--- src/rtl/seq_pattern_detector_pkg.sv ---
// Shared definitions for the serial pattern recognizer: FSM state codes and sizing helpers.
package seq_pattern_detector_pkg;

    typedef enum logic [1:0] {
        FILL  = 2'b00,
        ARMED = 2'b01,
        LOCK  = 2'b10
    } state_t;

    // Width of the fill counter, which must hold values 0..pat_w-1.
    function automatic int fill_width(input int pat_w);
        return (pat_w <= 2) ? 1 : $clog2(pat_w);
    endfunction

endpackage

--- src/rtl/sat_counter.sv ---
// Saturating up-counter with synchronous clear; holds at all ones instead of wrapping.
module sat_counter #(
    parameter int CNT_W = 8
) (
    input  logic             clock,
    input  logic             reset,
    input  logic             inc,
    input  logic             clr,
    output logic [CNT_W-1:0] count,
    output logic             sat
);

    assign sat = &count;

    // NOTE: sequential state uses non-blocking assignments so every flop samples pre-edge values.
    always_ff @(posedge clock or negedge reset) begin
        if (!reset) begin
            count <= '0;
        end else if (clr) begin
            count <= '0;
        end else if (inc && !sat) begin
            count <= count + CNT_W'(1);
        end
    end

endmodule

--- src/rtl/seq_pattern_detector.sv ---
// Programmable serial pattern recognizer with overlap control, saturating match count and sticky lock.
module seq_pattern_detector
    import seq_pattern_detector_pkg::*;
#(
    parameter int               PAT_W       = 4,
    parameter logic [PAT_W-1:0] PATTERN     = 4'b1010,
    parameter bit               OVERLAP     = 1'b1,
    parameter int               CNT_W       = 8,
    parameter bit               STOP_ON_SAT = 1'b0
) (
    input  logic             clock,
    input  logic             reset,
    input  logic             en,
    input  logic             x,
    input  logic             clear,
    input  logic             pat_load,
    input  logic [PAT_W-1:0] pat_in,
    output logic             z,
    output logic             z_q,
    output logic [CNT_W-1:0] match_count,
    output logic             count_sat,
    output logic             locked
);

    localparam int                FILL_W    = fill_width(PAT_W);
    localparam logic [FILL_W-1:0] FILL_LAST = FILL_W'(PAT_W - 2);
    // Count value one below saturation: the match that lands here makes the counter all ones.
    localparam logic [CNT_W-1:0]  CNT_PRE   = ~CNT_W'(1);

    state_t             state, state_nx;
    logic [PAT_W-2:0]   hist, hist_nx;
    logic [FILL_W-1:0]  fill, fill_nx;
    logic [PAT_W-1:0]   pat_q;
    logic [PAT_W-1:0]   cand;
    logic [PAT_W-2:0]   hist_shift;
    logic               sat_next;

    assign cand       = {hist, x};
    assign hist_shift = cand[PAT_W-2:0];
    assign sat_next   = count_sat || (match_count == CNT_PRE);

    always_ff @(posedge clock or negedge reset) begin
        if (!reset) begin
            state <= FILL;
            hist  <= '0;
            fill  <= '0;
            pat_q <= PATTERN;
            z_q   <= 1'b0;
        end else begin
            state <= state_nx;
            hist  <= hist_nx;
            fill  <= fill_nx;
            z_q   <= z;
            if (pat_load) begin
                pat_q <= pat_in;
            end
        end
    end

    // NOTE: every output of this block gets a default first, so no path can infer a latch.
    always_comb begin
        state_nx = state;
        hist_nx  = hist;
        fill_nx  = fill;
        z        = 1'b0;

        case (state)
            FILL: begin
                if (en) begin
                    hist_nx = hist_shift;
                    fill_nx = fill + FILL_W'(1);
                    if (fill == FILL_LAST) begin
                        state_nx = ARMED;
                    end
                end
            end
            ARMED: begin
                if (en) begin
                    hist_nx = hist_shift;
                    if (cand == pat_q) begin
                        z = 1'b1;
                        if (!OVERLAP) begin
                            // The completing bit is dropped so the next match starts from scratch.
                            hist_nx  = '0;
                            fill_nx  = '0;
                            state_nx = FILL;
                        end
                        if (STOP_ON_SAT && sat_next) begin
                            state_nx = LOCK;
                        end
                    end
                end
            end
            LOCK: begin
                state_nx = LOCK;
            end
            default: begin
                state_nx = FILL;
                hist_nx  = '0;
                fill_nx  = '0;
            end
        endcase

        if (clear) begin
            state_nx = FILL;
            hist_nx  = '0;
            fill_nx  = '0;
            z        = 1'b0;
        end else if (pat_load) begin
            // A new pattern invalidates the history; the trap stays closed if already locked.
            state_nx = (state == LOCK) ? LOCK : FILL;
            hist_nx  = '0;
            fill_nx  = '0;
            z        = 1'b0;
        end
    end

    sat_counter #(
        .CNT_W (CNT_W)
    ) u_count (
        .clock (clock),
        .reset (reset),
        .inc   (z),
        .clr   (clear),
        .count (match_count),
        .sat   (count_sat)
    );

    assign locked = (state == LOCK);

endmodule
--- config.mk ---
export PLATFORM = sky130hd
export DESIGN_NAME = seq_pattern_detector
export DESIGN_NICKNAME = d
export VERILOG_FILES = /design/src/rtl/seq_pattern_detector_pkg.sv /design/src/rtl/sat_counter.sv /design/src/rtl/seq_pattern_detector.sv
export SDC_FILE = /design/constraint.sdc
export NUM_CORES = 1
export LEC_CHECK = 0
export ABC_AREA = 1
export CORE_MARGIN = 2
export CORE_UTILIZATION = 35
export CTS_CLUSTER_DIAMETER = 80
export DETAILED_ROUTE_END_ITERATION = 10
export SYNTH_ARGS = -nofsm -noshare
export SYNTH_HDL_FRONTEND = slang
export SYNTH_SLANG_ARGS = --single-unit
--- constraint.sdc ---
create_clock -name clock -period 3.2 [get_ports clock]
set_input_delay 0.32 -clock clock [delete_from_list [all_inputs] [get_ports clock]]
set_output_delay 0.32 -clock clock [all_outputs]
set_load 0.005 [all_outputs]
-- Yosys cells after proc, flatten, opt, wreduce, memory -nomap -nowiden
Index checks and enable logic that the tools add are counted.
- bits in registers: 20
- bits in latches: 0
- RAM bits: 0
- memory bits (read-only): 0
- output and inout port bits: 12
- logic and storage cells: 49
- memories: 0
- add/subtract/negate cells: 2
- multipliers: 0
- div/mod/pow operators: 0
- magnitude comparators: 0
- equal/unequal tests: 10
- shifts and indexed selects: 0
- mux-type cells: 21
- bitwise operators: 0
- reductions and logical operators: 10
- operators with widths (kind ; number):
    two-way mux 2 bit ; 8
    two-way mux 8 bit ; 2
    two-way mux 3 bit ; 3
    adder 8 x 1 -> 8 bit, second input constant ; 1
    != test 4 bit, second input constant ; 2
    AND reduction 8 bit ; 1
    != test 3 bit, second input constant ; 2
    case mux 2 bit (3 select lines) ; 1
    case mux 3 bit (2 select lines) ; 1
    two-way mux 1 bit ; 5
    == test 2 bit, second input constant ; 2
    == test 4 bit ; 1
    != test 4 x 1 -> 1 bit, second input constant ; 1
    case mux 2 bit (2 select lines) ; 1
    AND reduction 2 bit ; 2
    OR reduction 2 bit ; 2
    != test 3 x 1 -> 1 bit, second input constant ; 1
    AND reduction 3 bit ; 1
    adder 2 x 1 -> 2 bit, second input constant ; 1
    == test 2 x 1 -> 1 bit, second input constant ; 1
    logical NOT 2 bit ; 1
    nonzero test 2 bit ; 1
    logical AND 1 bit ; 1
    logical NOT 1 bit ; 1

-- Logic depth before layout (Yosys ltp)
Gate-level depths: netlist of the first run.
- word-level depth: 9
- mapped depth: 12
- depth with buffers taken out: 12

-- Hierarchy
Synthesis of the first run repeated with hierarchy kept, for this count alone.
- cell total of the unflattened synthesis: 157
- area total of the unflattened synthesis: 1186.1 µm²
- modules (own cells, without submodules) (module ; instances ; cells each ; area an instance (µm²) ; sequential area each (µm²)):
    seq_pattern_detector ; 1 ; 88 ; 683.2 ; 302.8
    sat_counter ; 1 ; 69 ; 503.0 ; 200.2

-- Least setup slack after synthesis of the first run
No wires, ideal clock.
- kind: register to register
- from: register u_count.count[0]
- to: register u_count.count[6]
- setup time: 117 ps
- arrival time: 1312 ps
- path slack: 1771 ps
- cell stages (with the launch flop): 10
- period minus slack after synthesis: 1429 ps
- cell sequence: dfrtp_1 -> ha_1 -> nand4_1 -> inv_2 -> nand2_1 -> inv_2 -> nor2_4 -> nand2_1 -> o21ai_1 -> nor2_1
- longest elaborated chain between the ends: 4
- elaborated cells on any way between the ends: 7
- classes of those cells: 1 x add/sub; 2 x mux; 4 x reduce/logical
- RTL lines (element ; RTL line ; source):
    from (decl) ; sat_counter.sv:9 ; output logic [CNT_W-1:0] count,
    from (signal assigned) ; sat_counter.sv:22 ; count <= count + CNT_W'(1);
    AND reduction 8 bit ; sat_counter.sv:13 ; assign sat = &count;
    named net count_sat ; seq_pattern_detector.sv:21 ; output logic count_sat,
    logical NOT 1 bit ; sat_counter.sv:21 ; end else if (inc && !sat) begin
    logical AND 1 bit ; sat_counter.sv:21 ;
    nonzero test 2 bit (no line) ; -- ;
The timed path passes the listed nets, and every way through them passes these cells. The select of a mux whose other input is x is not followed.
A chain may end at the register's enable or synchronous reset.

-- Worst setup path after layout of the first run
- from: input pat_load
- to: output z
- longest elaborated chain between the ends: 2
- RTL lines (element ; RTL line ; source):
    from (decl) ; seq_pattern_detector.sv:16 ; input logic pat_load,
    two-way mux 1 bit ; seq_pattern_detector.sv:109 ; end else if (pat_load) begin
    two-way mux 1 bit ; seq_pattern_detector.sv:104 ; if (clear) begin
    to (decl) ; seq_pattern_detector.sv:18 ; output logic z,
Every way passes these cells.

==> metrics.sh, run 1 <==
FIN_WORST_SKEW_NS=0.00212
NETLIST_TOP_CELLS_AREA='sky130_fd_sc_hd__dfrtp_1 38%, sky130_fd_sc_hd__nand2_1 13%, sky130_fd_sc_hd__inv_1 6.6%'
PLACED_STANDARD_CELL_AREA_MM2=0.00145
P_SW_SHARE_PCT=25.7
DETAILED_PLACE_HPWL_MM=1.97
FF2FF_SETUP_SLACK_NS=1.61
DR_TOTAL_VIAS=1024
HOLD_START='fill[0]'
WORSTSETUPENDPOINTTYPE='output pin'
MINIMUM_CLOCK_PERIOD_AFTER_LAYOUT_NS=2.39
FIRSTDRTPASSITERS=4
MAXUSEDROUTINGLAYER='met4'
ROUTED_WIRELENGTH_MM=2.45
WORST_EP_REQUIRED_TIME_NS=2.88
CTS_ROOT_BUF='sky130_fd_sc_hd__clkbuf_4'
CTS_BUFFER_DEPTH=2
DR_WL_MET3_UM=75
SYN_NETS=169
MAXIMUM_NUMBER_OF_PINS_ON_ONE_NET_BEFORE_GLOBAL_ROUTE_REPAIR=21
LEAKAGEPOWER_nW=0.696
FINALSETUPTNS_NS=0
SYNTHCELLS=153
LAYOUT.CELLS.NON_FILLER=223
CRITICAL_PATH_CLASS='in -> out'
SYNTH.MOST_COMMON_CELL='sky130_fd_sc_hd__nand2_1'
DETAILEDROUTE.FIRSTITERATIONVIOLATIONS=27
INTERNAL_POWER_mW=0.354
CLKSINKCOUNT=20
CP-START-KIND='input pin'
TIMING.FINAL.SETUP_VIOLATIONS=0
VIAS_PER_CELL=4.59
SHARE_OF_CELLS_ABOVE_DRIVE_STRENGTH_1_PCT=11.9
SYNTH_CELL_TYPE_COUNT=25
CTS_REPAIR_RESIZE_COUNT=0
NET-SWITCHING-POWER_mW=0.122
HOLDWS_NS=0.498
PART_OF_THE_POWER_IN_COMBINATIONAL_LOGIC_PCT=13.1
MAX-VDD-IR-DROP_mV=0.143
SETUP_REPAIR_AFTER_GLOBAL_ROUTING_MISSED_ITS_MARGIN='no'
DRV_CAP=0
DESIGN_AREA_MM2=0.00149
PART_OF_THE_YOSYS_AREA_USED_FOR_SEQUENTIAL_ELEMENTS_PCT=42.1
WORST_SKEW_PAIR.LATE_LATENCY_NS=0.30
MIN_PATH_TYPE='reg -> reg'
FINAL_NET_COUNT=194
PATH_CLK_SLEW_NS=0.12
YS_TOP_CELLS_BY_COUNT='42 x sky130_fd_sc_hd__nand2_1, 21 x sky130_fd_sc_hd__inv_1, 18 x sky130_fd_sc_hd__dfrtp_1'
SYNTH_ASYNC_SR_FLOP_SHARE_PCT=100
SYNTH_TOP_AREA_SHARE_PCT=37.7
DRC=0
CLOCK.FMAX_MHz=418
PLACED_CELLS_INCL_TAPS=219
SYNTHDOMINANTAREACELLTYPE='sky130_fd_sc_hd__dfrtp_1'
CLOCKPOWERSHARE_PCT=31.2
PLACEMENTROWS=21
POWER_FRAC_SEQ_PCT=55.8
CRIT_START='pat_load'
CTS.REPAIR_TIMING.SETUP_BUFFER_COUNT=0
ANTENNA_FOUND_INITIAL=0
SYNTHESIS.YOSYS.WARNINGS=0
GP_ROUTABILITY_CONGESTION=0.809
GRT_PASS1_VIAS=1045
CRIT_PATH_MAX_FANOUT=10
DRT-WIRELENGTH-PER-CELL_UM=11.0
YOSYS_REGISTER_BITS=20
DOMINANTREGCELLSYNTH='sky130_fd_sc_hd__dfrtp_1'
RESULT_OF_THE_RUN='complete, no violations'
DRT-MET1-WL_MM=1.19
ARRIVAL_NS=2.07
SETUP_SLACK_NS=0.810
FINALCRITPERIODSHARE_PCT=74.7
TIMING.MAX_SLEW.REL_SLACK_PCT=39.6
START_UTIL_PCT=36.1
PLACEABLECOREAREA_MM2=0.00331
DIE_HEIGHT_UM=62.4
FINAL-HOLD-VIOLATION-COUNT=0
FP.DIEAREA_MM2=0.00390
DIE_X_UM=62.4
POWER-PER-CELL-AREA_mW_PER_MM2=320
PORT_BUFFERS=21
SYNTH.AVG_CELL_AREA_UM2=7.81
NUMCTSBUFFERS=3
TRITONCTS='done'
DESIGN.PORTCOUNT=22
ANT_NETS=0
SYN-CELL-AREA_MM2=0.00119
POSTCTSHOLDBUFS=0
N_ANTENNA_CELL=0
WORSTMARGINPINSLEW_NS=0.903
CRIT-REG2REG-LAUNCH='u_count.count[0]'
FINAL-MAX-SLEW-VIOLATION-COUNT=0
PLACE_WS_NS=0.789
FLOW.AREA_GROWTH_FROM_SYNTHESIS_PCT=24.5
GRT_OVERFLOW=0
MET2_LENGTH_MM=1.16
CLOCK_H_TREE_LEVELS=1
SYNTH_ENABLE_FLOP_CELLS=0
GRT_USE_TOTAL_PCT=14.4
GLOBAL_ROUTE_WIRE_LENGTH_BEFORE_REPAIR_MM=4.57
[cells in the final DEF (no fill, tap or decap), drive strengths merged, types with 2 or more instances in the layout]
cell type,Yosys,layout
clkdlybuf4s50,0,21
nand3,7,7
a21oi,4,4
o21ai,12,12
nand2,44,44
clkbuf,0,4
nor2,20,20
dfrtp,18,18
dfstp,2,2
ha,6,6
nand4,7,7
inv,26,26
[state kept, by name (all words and copies together), names as in the netlist]
register       cells
u_count.count      8
hist               3
pat_q              4
z_q                1
state              2
fill               2
[worst paths after layout]
| check | endpoint | cells after the start |
|---|---|---|
| setup / recovery | z | 7 |
| hold / removal | fill[0] | 1 |
| setup reg to reg | u_count.count[6] | 9 |
| hold reg to reg | fill[0] | 1 |
| max in group asynchronous | u_count.count[3] | 1 |
| min in group asynchronous | fill[0] | 1 |
[layer usage]
layer / up-vias / GRT usage [%]
met5: - / 0
met4: 0 / 4.72
met3: 2 / 3.24
met2: 13 / 24.5
met1: 472 / 18.0
li1: 537 / -
[power by group through the flow]
stage          clock (mW)  sequential (mW)  combinational (mW)
2_1_floorplan           0            0.269              0.0384
3_3_place_gp            0            0.270              0.0620
3_5_place_dp            0            0.271              0.0633
4_1_cts             0.154            0.266              0.0635
5_1_grt             0.163            0.267              0.0723
6_report            0.149            0.266              0.0622
[worst max-delay path: stages]
cell and delay, ns:
sky130_fd_sc_hd__clkdlybuf4s50_1 0.58, sky130_fd_sc_hd__nor2_4 0.28, sky130_fd_sc_hd__nand2_4 0.09, sky130_fd_sc_hd__nor2_4 0.13, sky130_fd_sc_hd__nand3_4 0.10, sky130_fd_sc_hd__inv_1 0.08, sky130_fd_sc_hd__clkdlybuf4s50_1 0.50
[logic make-up after synthesis]
logic type	after synthesis	share of synthesized area (%)
buffers and inverters	27	9.11
adder cells (fa/ha/maj)	6	6.28
AND/OR/NAND/NOR	80	33.2
AO/OA/AOI/OAI	20	9.32
flip-flops	20	42.1
[cell type report]
class / instances / area [µm²]
inverters: 26 / 97.6
repair buffers: 21 / 210
fillers: 363 / 1820
well taps: 46 / 57.6
clock buffers: 4 / 36.3
flip-flops and latches: 20 / 503
multi-input cells: 106 / 583
[through the flow]
| step | util (%) | power (mW) |
|---|---|---|
| after floorplan | - | 0.308 |
| after detailed placement | 43.8 | 0.334 |
| after CTS | 44.9 | 0.484 |
| after global routing | 44.9 | 0.502 |
| final | 44.9 | 0.477 |
| after global placement | 43.8 | 0.332 |
(Power assumes the default switching activity.)
==> run 2: changes to the inputs <==
==> constraint.sdc (replaced) <==
create_clock -name clock -period 2.1 [get_ports clock]
set_input_delay 0.21 -clock clock [delete_from_list [all_inputs] [get_ports clock]]
set_output_delay 0.21 -clock clock [all_outputs]
set_load 0.005 [all_outputs]
==> run 2 against run 1 <==
Combinational power up 70%. Die area unchanged. Worst hold slack worse by 0.27 ns. Routed wire length up 12%. Clock skew up 0.0063 ns. Via count up 6.3%. Final cell count up 4.9%. Total power up 77%. Sequential share of layout area down 2.5 points. Clock power up 120%. Non-clock buffer count up 11. Sequential cell count unchanged.
==> metrics.sh, run 2 (same netlist as run 1, synthesis figures left out) <==
GLOBAL_ROUTE_WIRE_LENGTH_BEFORE_REPAIR_MM=4.76  # +4.2%
PLACEMENTROWS=21  # unchanged
ARRIVAL_NS=1.75  # -0.32 ns
CTS_ROOT_BUF='sky130_fd_sc_hd__clkbuf_4'
FINALCRITPERIODSHARE_PCT=93.4
DRC=0  # unchanged
HOLDWS_NS=0.229  # -0.269 ns
FIN_WORST_SKEW_NS=0.00841  # +0.00629 ns
CLOCK_H_TREE_LEVELS=1  # unchanged
CRIT_PATH_MAX_FANOUT=3  # -7
TIMING.MAX_SLEW.REL_SLACK_PCT=62.0  # +22 points
FINAL-MAX-SLEW-VIOLATION-COUNT=0  # unchanged
MINIMUM_CLOCK_PERIOD_AFTER_LAYOUT_NS=1.96
SETUP_REPAIR_AFTER_GLOBAL_ROUTING_MISSED_ITS_MARGIN='no'
FINAL-HOLD-VIOLATION-COUNT=0  # unchanged
DIE_HEIGHT_UM=62.4  # unchanged
PLACED_STANDARD_CELL_AREA_MM2=0.00149  # +2.6%
TOTAL_POWER_mW=0.845  # +77%
PLACEABLECOREAREA_MM2=0.00331  # unchanged
REGAREA_UM2=503  # unchanged
FF2FF_SETUP_SLACK_NS=0.42  # -1.19 ns
GLOBAL_ROUTE.USAGE.MET3_PCT=1.98  # -1.3 points
LEAKAGEPOWER_nW=0.774  # +11%
PORT_BUFFERS=21  # unchanged
WORSTMARGINPINSLEW_NS=0.568  # -0.335 ns
PLACED_CELLS_INCL_TAPS=224  # +2.3%
SHARE_OF_CELLS_ABOVE_DRIVE_STRENGTH_1_PCT=19.7  # +7.8 points
MULTI_INPUT_COMB_AREA_UM2=601  # +3.0%
GRT_USE_TOTAL_PCT=15.3  # +0.94 points
FINALCOREUTILIZATION_PCT=48.5  # +3.6 points
N_ANTENNA_CELL=0  # unchanged
GR-USAGE-MET1_PCT=19.1  # +1.1 points
FIRSTDRTPASSITERS=4  # unchanged
MAXIMUM_NUMBER_OF_PINS_ON_ONE_NET_BEFORE_GLOBAL_ROUTE_REPAIR=13  # -38%
GRT_PASS1_VIAS=1034  # -1.1%
FINAL_NET_COUNT=205  # +5.7%
FILLERINSTANCES=317  # -13%
CP-START-KIND='flip-flop'
DRT-WIRELENGTH-PER-CELL_UM=11.7  # +6.8%
GLOBALROUTEMET2UTIL_PCT=26.5  # +2.0 points
POWER-PER-CELL-AREA_mW_PER_MM2=526  # +64%
GP_ROUTABILITY_CONGESTION=0.866  # +7.0%
DETAILEDROUTE.FIRSTITERATIONVIOLATIONS=42  # +56%
LAYOUT.CELLS.MOST_COMMON_LIST='41 x sky130_fd_sc_hd__nand2_1, 20 x sky130_fd_sc_hd__clkdlybuf4s50_1, 19 x sky130_fd_sc_hd__inv_1, 18 x sky130_fd_sc_hd__dfrtp_1, 15 x sky130_fd_sc_hd__nor2_1'
TRITONCTS='done'
BUSIEST_LAYER='met2'
NUMCTSBUFFERS=3  # unchanged
WORST_SKEW_PAIR.LATE_LATENCY_NS=0.32  # +0.02 ns
MAX_FFS_PER_REGISTER=8  # unchanged
POSTCTSHOLDBUFS=0  # unchanged
CLOCK.FMAX_MHz=510
ANTENNA_FOUND_INITIAL=0  # unchanged
ANT_NETS=0  # unchanged
WORSTSETUPENDPOINTTYPE='output pin'
PATH_CLK_SLEW_NS=0.13  # about the same
WORST_EP_REQUIRED_TIME_NS=1.89  # -0.99 ns
DETAILED_PLACE_HPWL_MM=2.13  # +8.1%
CTS_BUFFER_DEPTH=2  # unchanged
CRITICAL_PATH_CLASS='reg -> out'
VIAS_PER_CELL=4.65  # +1.3%
DESIGN.PORTCOUNT=22  # unchanged
DRV_CAP=0  # unchanged
RESULT_OF_THE_RUN='complete, no violations'
FLOW.AREA_GROWTH_FROM_SYNTHESIS_PCT=34.5
MAX-VDD-IR-DROP_mV=0.254  # +78%
DIE_X_UM=62.4  # unchanged
LARGEST-REGISTER='u_count.count'
DR_TOTAL_VIAS=1089  # +6.3%
MIN_PATH_TYPE='in -> async'
CLKSINKCOUNT=20  # unchanged
ROUTED_WIRELENGTH_MM=2.75  # +12%
LAYOUT.CELLS.NON_FILLER=234  # +4.9%
FP.DIEAREA_MM2=0.00390  # unchanged
TIMING.FINAL.SETUP_VIOLATIONS=0  # unchanged
REG.LARGEST.LIST='u_count.count (8), pat_q (4), hist (3)'
DESIGN_AREA_MM2=0.00161  # +8.0%
FINAL_COMMON_CELL='sky130_fd_sc_hd__nand2_1'
START_UTIL_PCT=36.1  # unchanged
GRT_OVERFLOW=0  # unchanged
run 2: cell count changes in the layout (fill, tap and decap cells not counted), moves of 2 or more:
cell and delta:
sky130_fd_sc_hd__inv_2 +2, sky130_fd_sc_hd__inv_1 -2, sky130_fd_sc_hd__buf_4 +11, sky130_fd_sc_hd__ha_1 -2
run 2: stage by stage:
step	TNS, ns	worst slack [ns]
2_1_floorplan	0	0.671
3_3_place_gp	0	0.157
3_5_place_dp	0	0.127
4_1_cts	-0.0118	-0.0118
5_1_grt	0	0.0246
6_report	0	0.139
run 2: layout make-up:
class	instances	area share, %
Inverter	26	6.07
Multi-Input combinational cell	106	37.4
Tap cell	46	3.58
Clock buffer	3	1.40
Sequential cell	20	31.3
Clock inverter	1	1.87
Timing Repair Buffer	32	18.4
run 2: worst max-delay path: stages, from the launching register on:
cell and delay, ns:
sky130_fd_sc_hd__dfrtp_1 0.40, sky130_fd_sc_hd__ha_2 0.20, sky130_fd_sc_hd__nand4_1 0.11, sky130_fd_sc_hd__inv_2 0.09
sky130_fd_sc_hd__nand2_2 0.07, sky130_fd_sc_hd__inv_2 0.07, sky130_fd_sc_hd__clkdlybuf4s50_1 0.49
run 2: timing repair:
action,in CTS,in global routing
setup endpoints to repair,2,2
gates resized for setup,3,4
pin swaps,0,2
buffers inserted,2,4
run 2: worst paths after layout:
kind	startpoint	cells after the start	end
max reg2reg	pat_q[3]	10	u_count.count[6]
min reg2reg	fill[0]	1	fill[0]
max	u_count.count[1]	6	count_sat
max in group asynchronous	reset	2	state[0]
min in group clock	pat_in[1]	3	pat_q[1]
min	reset	1	pat_q[0]
run 2: power breakdown:
part	internal, mW	switching (mW)
logic	0.0432	0.0629
registers	0.398	0.00767
clock network	0.193	0.140
total	0.635	0.210
run 2: per-layer routing:
metal	vias to the layer above	wire [µm]
li1	558	-
met1	508	1270
met2	18	1340
met3	5	79
met4	0	58
met5	-	0
==> run 3: changes to the inputs <==
--- a/config.mk
+++ b/config.mk
@@ -6,9 +6,11 @@
 export NUM_CORES = 1
 export LEC_CHECK = 0
 export ABC_AREA = 1
+export CORE_ASPECT_RATIO = 0.9
 export CORE_MARGIN = 2
 export CORE_UTILIZATION = 35
 export CTS_CLUSTER_DIAMETER = 80
+export CTS_CLUSTER_SIZE = 24
 export DETAILED_ROUTE_END_ITERATION = 10
 export SYNTH_ARGS = -nofsm -noshare
 export SYNTH_HDL_FRONTEND = slang
==> run 3 against run 2 <==
Routed wire length hardly changed. Setup slack worse by 0.041 ns. Die area hardly changed. Non-clock buffer count stayed put. Sequential power hardly changed. Critical path depth stayed put. Design area is 1.5% higher. Sequential share of layout area is 0.46 points lower. Final cell count is 0.85% lower. First-iteration DRC count is 9.5% higher. Largest power group unchanged.
==> metrics.sh, run 3 (same netlist as run 1, synthesis figures left out) <==
RESULT_OF_THE_RUN='complete, no violations'
MET2_LENGTH_MM=1.41  # +5.5%
GRT_PASS1_VIAS=1045  # +1.1%
MAXIMUM_NUMBER_OF_PINS_ON_ONE_NET_BEFORE_GLOBAL_ROUTE_REPAIR=13  # unchanged
ANT_NETS=0  # unchanged
NET-SWITCHING-POWER_mW=0.209  # -0.72%
FINALCOREUTILIZATION_PCT=49.0  # +0.46 points
FINALCRITPERIODSHARE_PCT=95.3  # +1.9 points
FIN_WORST_SKEW_NS=0.00100  # -0.00741 ns
START_UTIL_PCT=35.9  # -0.19 points
PATH_CLK_SLEW_NS=0.08  # -0.05 ns
FINAL_NET_COUNT=205  # unchanged
FINAL_COMMON_CELL='sky130_fd_sc_hd__nand2_1'
WORSTSETUPENDPOINTTYPE='output pin'
N_ANTENNA_CELL=0  # unchanged
DRC=0  # unchanged
PLACED_CELLS_INCL_TAPS=222  # -0.89%
FIRSTDRTPASSITERS=4  # unchanged
SHARE_OF_CELLS_ABOVE_DRIVE_STRENGTH_1_PCT=18.1  # -1.6 points
CRITICAL_PATH.CELL_CHAIN='ha_4 -> nand4_1 -> inv_2 -> nand2_1 -> inv_2 -> clkdlybuf4s50_1'
LAYOUT.CELLS.MOST_COMMON_LIST='42 x sky130_fd_sc_hd__nand2_1, 21 x sky130_fd_sc_hd__inv_1, 20 x sky130_fd_sc_hd__clkdlybuf4s50_1, 18 x sky130_fd_sc_hd__dfrtp_1, 15 x sky130_fd_sc_hd__nor2_1'
DR_WL_MET3_UM=41  # -48%
FINAL-HOLD-VIOLATION-COUNT=0  # unchanged
WORST_PATH_MAX_DELAY_CELL='sky130_fd_sc_hd__clkdlybuf4s50_1'
GRT_USE_TOTAL_PCT=14.9  # -0.37 points
CPLARGESTDELAYFAMILY='buffers and inverters'
DETAILEDROUTE.FIRSTITERATIONVIOLATIONS=46  # +9.5%
DETAILED_PLACE_HPWL_MM=2.08  # -2.1%
WORST_PATH_LARGEST_CELL_DELAY_NS=0.51  # +0.02 ns
DIE_HEIGHT_UM=59.4  # -4.8%
REG.LARGEST.LIST='u_count.count (8), pat_q (4), hist (3)'
WORST_SKEW_PAIR.LATE_LATENCY_NS=0.26  # -0.06 ns
CRITICAL_PATH_CLASS='reg -> out'
CRITICAL_PATH.MOST_COMMON_CELL='sky130_fd_sc_hd__inv_2'
CLOCK.FMAX_MHz=500  # -2.0%
FLOW.AREA_GROWTH_FROM_SYNTHESIS_PCT=36.4
FILLERINSTANCES=320  # +0.95%
MAXUSEDROUTINGLAYER='met3'
MAX_FFS_PER_REGISTER=8  # unchanged
MINIMUM_CLOCK_PERIOD_AFTER_LAYOUT_NS=2.00  # +0.0406 ns
FINAL-MAX-SLEW-VIOLATION-COUNT=0  # unchanged
GP_ROUTABILITY_CONGESTION=0.843  # -2.7%
MAX-VDD-IR-DROP_mV=0.333  # +31%
FP.DIEAREA_MM2=0.00390  # about the same
CTS_ROOT_BUF='sky130_fd_sc_hd__clkbuf_8'
DRT-MET1-WL_MM=1.29  # +1.7%
INTERNAL_POWER_mW=0.696  # +9.6%
WORSTPATHBUFFERINVERTERCOUNT=3  # unchanged
ROUTED_WIRELENGTH_MM=2.74  # about the same
PLACEMENTROWS=20  # -4.8%
TIMING.FINAL.SETUP_VIOLATIONS=0  # unchanged
TIMING.MAX_SLEW.REL_SLACK_PCT=65.5  # +3.5 points
GLOBAL_ROUTE_WIRE_LENGTH_BEFORE_REPAIR_MM=4.49  # -5.7%
PART_OF_THE_POWER_IN_COMBINATIONAL_LOGIC_PCT=11.6  # -1.0 points
LAYOUT.CELLS.NON_FILLER=232  # -0.85%
CLOCKPOWERSHARE_PCT=43.5  # +4.1 points
CTS_BUFFER_DEPTH=2  # unchanged
DRT-WIRELENGTH-PER-CELL_UM=11.8  # +0.79%
LEAKAGEPOWER_nW=0.785  # +1.3%
POSTCTSHOLDBUFS=0  # unchanged
WORSTMARGINPINSLEW_NS=0.515  # -0.0527 ns
CP-START-KIND='flip-flop'
DRV_CAP=0  # unchanged
DR_TOTAL_VIAS=1070  # -1.7%
DESIGN.PORTCOUNT=22  # unchanged
CRIT_PATH_MAX_FANOUT=4  # +1
WORST_EP_REQUIRED_TIME_NS=1.89  # about the same
CLKSINKCOUNT=20  # unchanged
NUMCTSBUFFERS=3  # unchanged
VIAS_PER_CELL=4.61  # -0.90%
PORT_BUFFERS=21  # unchanged
MIN_PATH_TYPE='in -> async'
P_SW_SHARE_PCT=23.1  # -1.8 points
PLACEABLECOREAREA_MM2=0.00333  # +0.53%
ANTENNA_FOUND_INITIAL=0  # unchanged
LARGEST-REGISTER='u_count.count'
POWER-PER-CELL-AREA_mW_PER_MM2=555  # +5.5%
ARRIVAL_NS=1.79  # +0.04 ns
HOLDWS_NS=0.286  # +0.0569 ns
POWER_FRAC_SEQ_PCT=44.9  # -3.1 points
CLOCK_H_TREE_LEVELS=1  # unchanged
DIE_X_UM=65.6  # +5.1%
TRITONCTS='done'
GRT_OVERFLOW=0  # unchanged
[run 3: cell counts in the layout (fill, tap and decap cells not counted)]
No cell type changed its count.
[run 3: worst paths after layout]
check | start | to | slack (ns) | depth (start not counted)
worst max-delay path | u_count.count[0] | count_sat | 0.1 | 6
worst min-delay path | reset | hist[0] | 0.29 | 1
worst max register to register | u_count.count[0] | u_count.count[6] | 0.57 | 9
worst min register to register | pat_q[1] | pat_q[1] | 0.50 | 2
max in group asynchronous | reset | u_count.count[6] | 1.28 | 2
min in group clock | pat_in[1] | pat_q[1] | 0.48 | 3
[run 3: metrics by stage]
| step | total power [mW] | area [µm²] | TNS, ns | setup slack (ns) |
|---|---|---|---|---|
| after floorplan | 0.469 | 1190 | 0 | 0.671 |
| after global placement | 0.515 | 1490 | 0 | 0.167 |
| after detailed placement | 0.517 | 1490 | 0 | 0.125 |
| after CTS | 0.912 | 1560 | 0 | 0.00126 |
| after global routing | 0.943 | 1630 | -0.00467 | -0.00467 |
| final | 0.904 | 1630 | 0 | 0.0988 |
[run 3: layer usage]
metal,global-route usage [%],vias up
met4,5.65,0
met3,1.71,0
met5,0,-
met2,26.5,16
li1,-,553
met1,18.7,501
[run 3: cell type report]
| class | instances | area, µm² | area share (%) |
|---|---|---|---|
| Multi-Input combinational cell | 106 | 608 | 37.3 |
| Tap cell | 44 | 55.1 | 3.38 |
| Clock buffer | 3 | 41.3 | 2.53 |
| Sequential cell | 20 | 503 | 30.9 |
| Inverter | 26 | 97.6 | 5.99 |
| Timing Repair Buffer | 32 | 295 | 18.1 |
| Clock inverter | 1 | 30.0 | 1.84 |
[run 3: power groups by stage]
stage / Combinational, mW / Sequential, mW / Clock, mW
after global routing: 0.118 / 0.407 / 0.417
after floorplan: 0.0586 / 0.411 / 0
after detailed placement: 0.105 / 0.412 / 0
after global placement: 0.103 / 0.412 / 0
final: 0.105 / 0.406 / 0.394
after CTS: 0.105 / 0.405 / 0.402
[run 3: repair_timing]
action	CTS	global route
gates resized for setup	0	5
endpoints found under the setup margin	0	2
buffers inserted	0	6
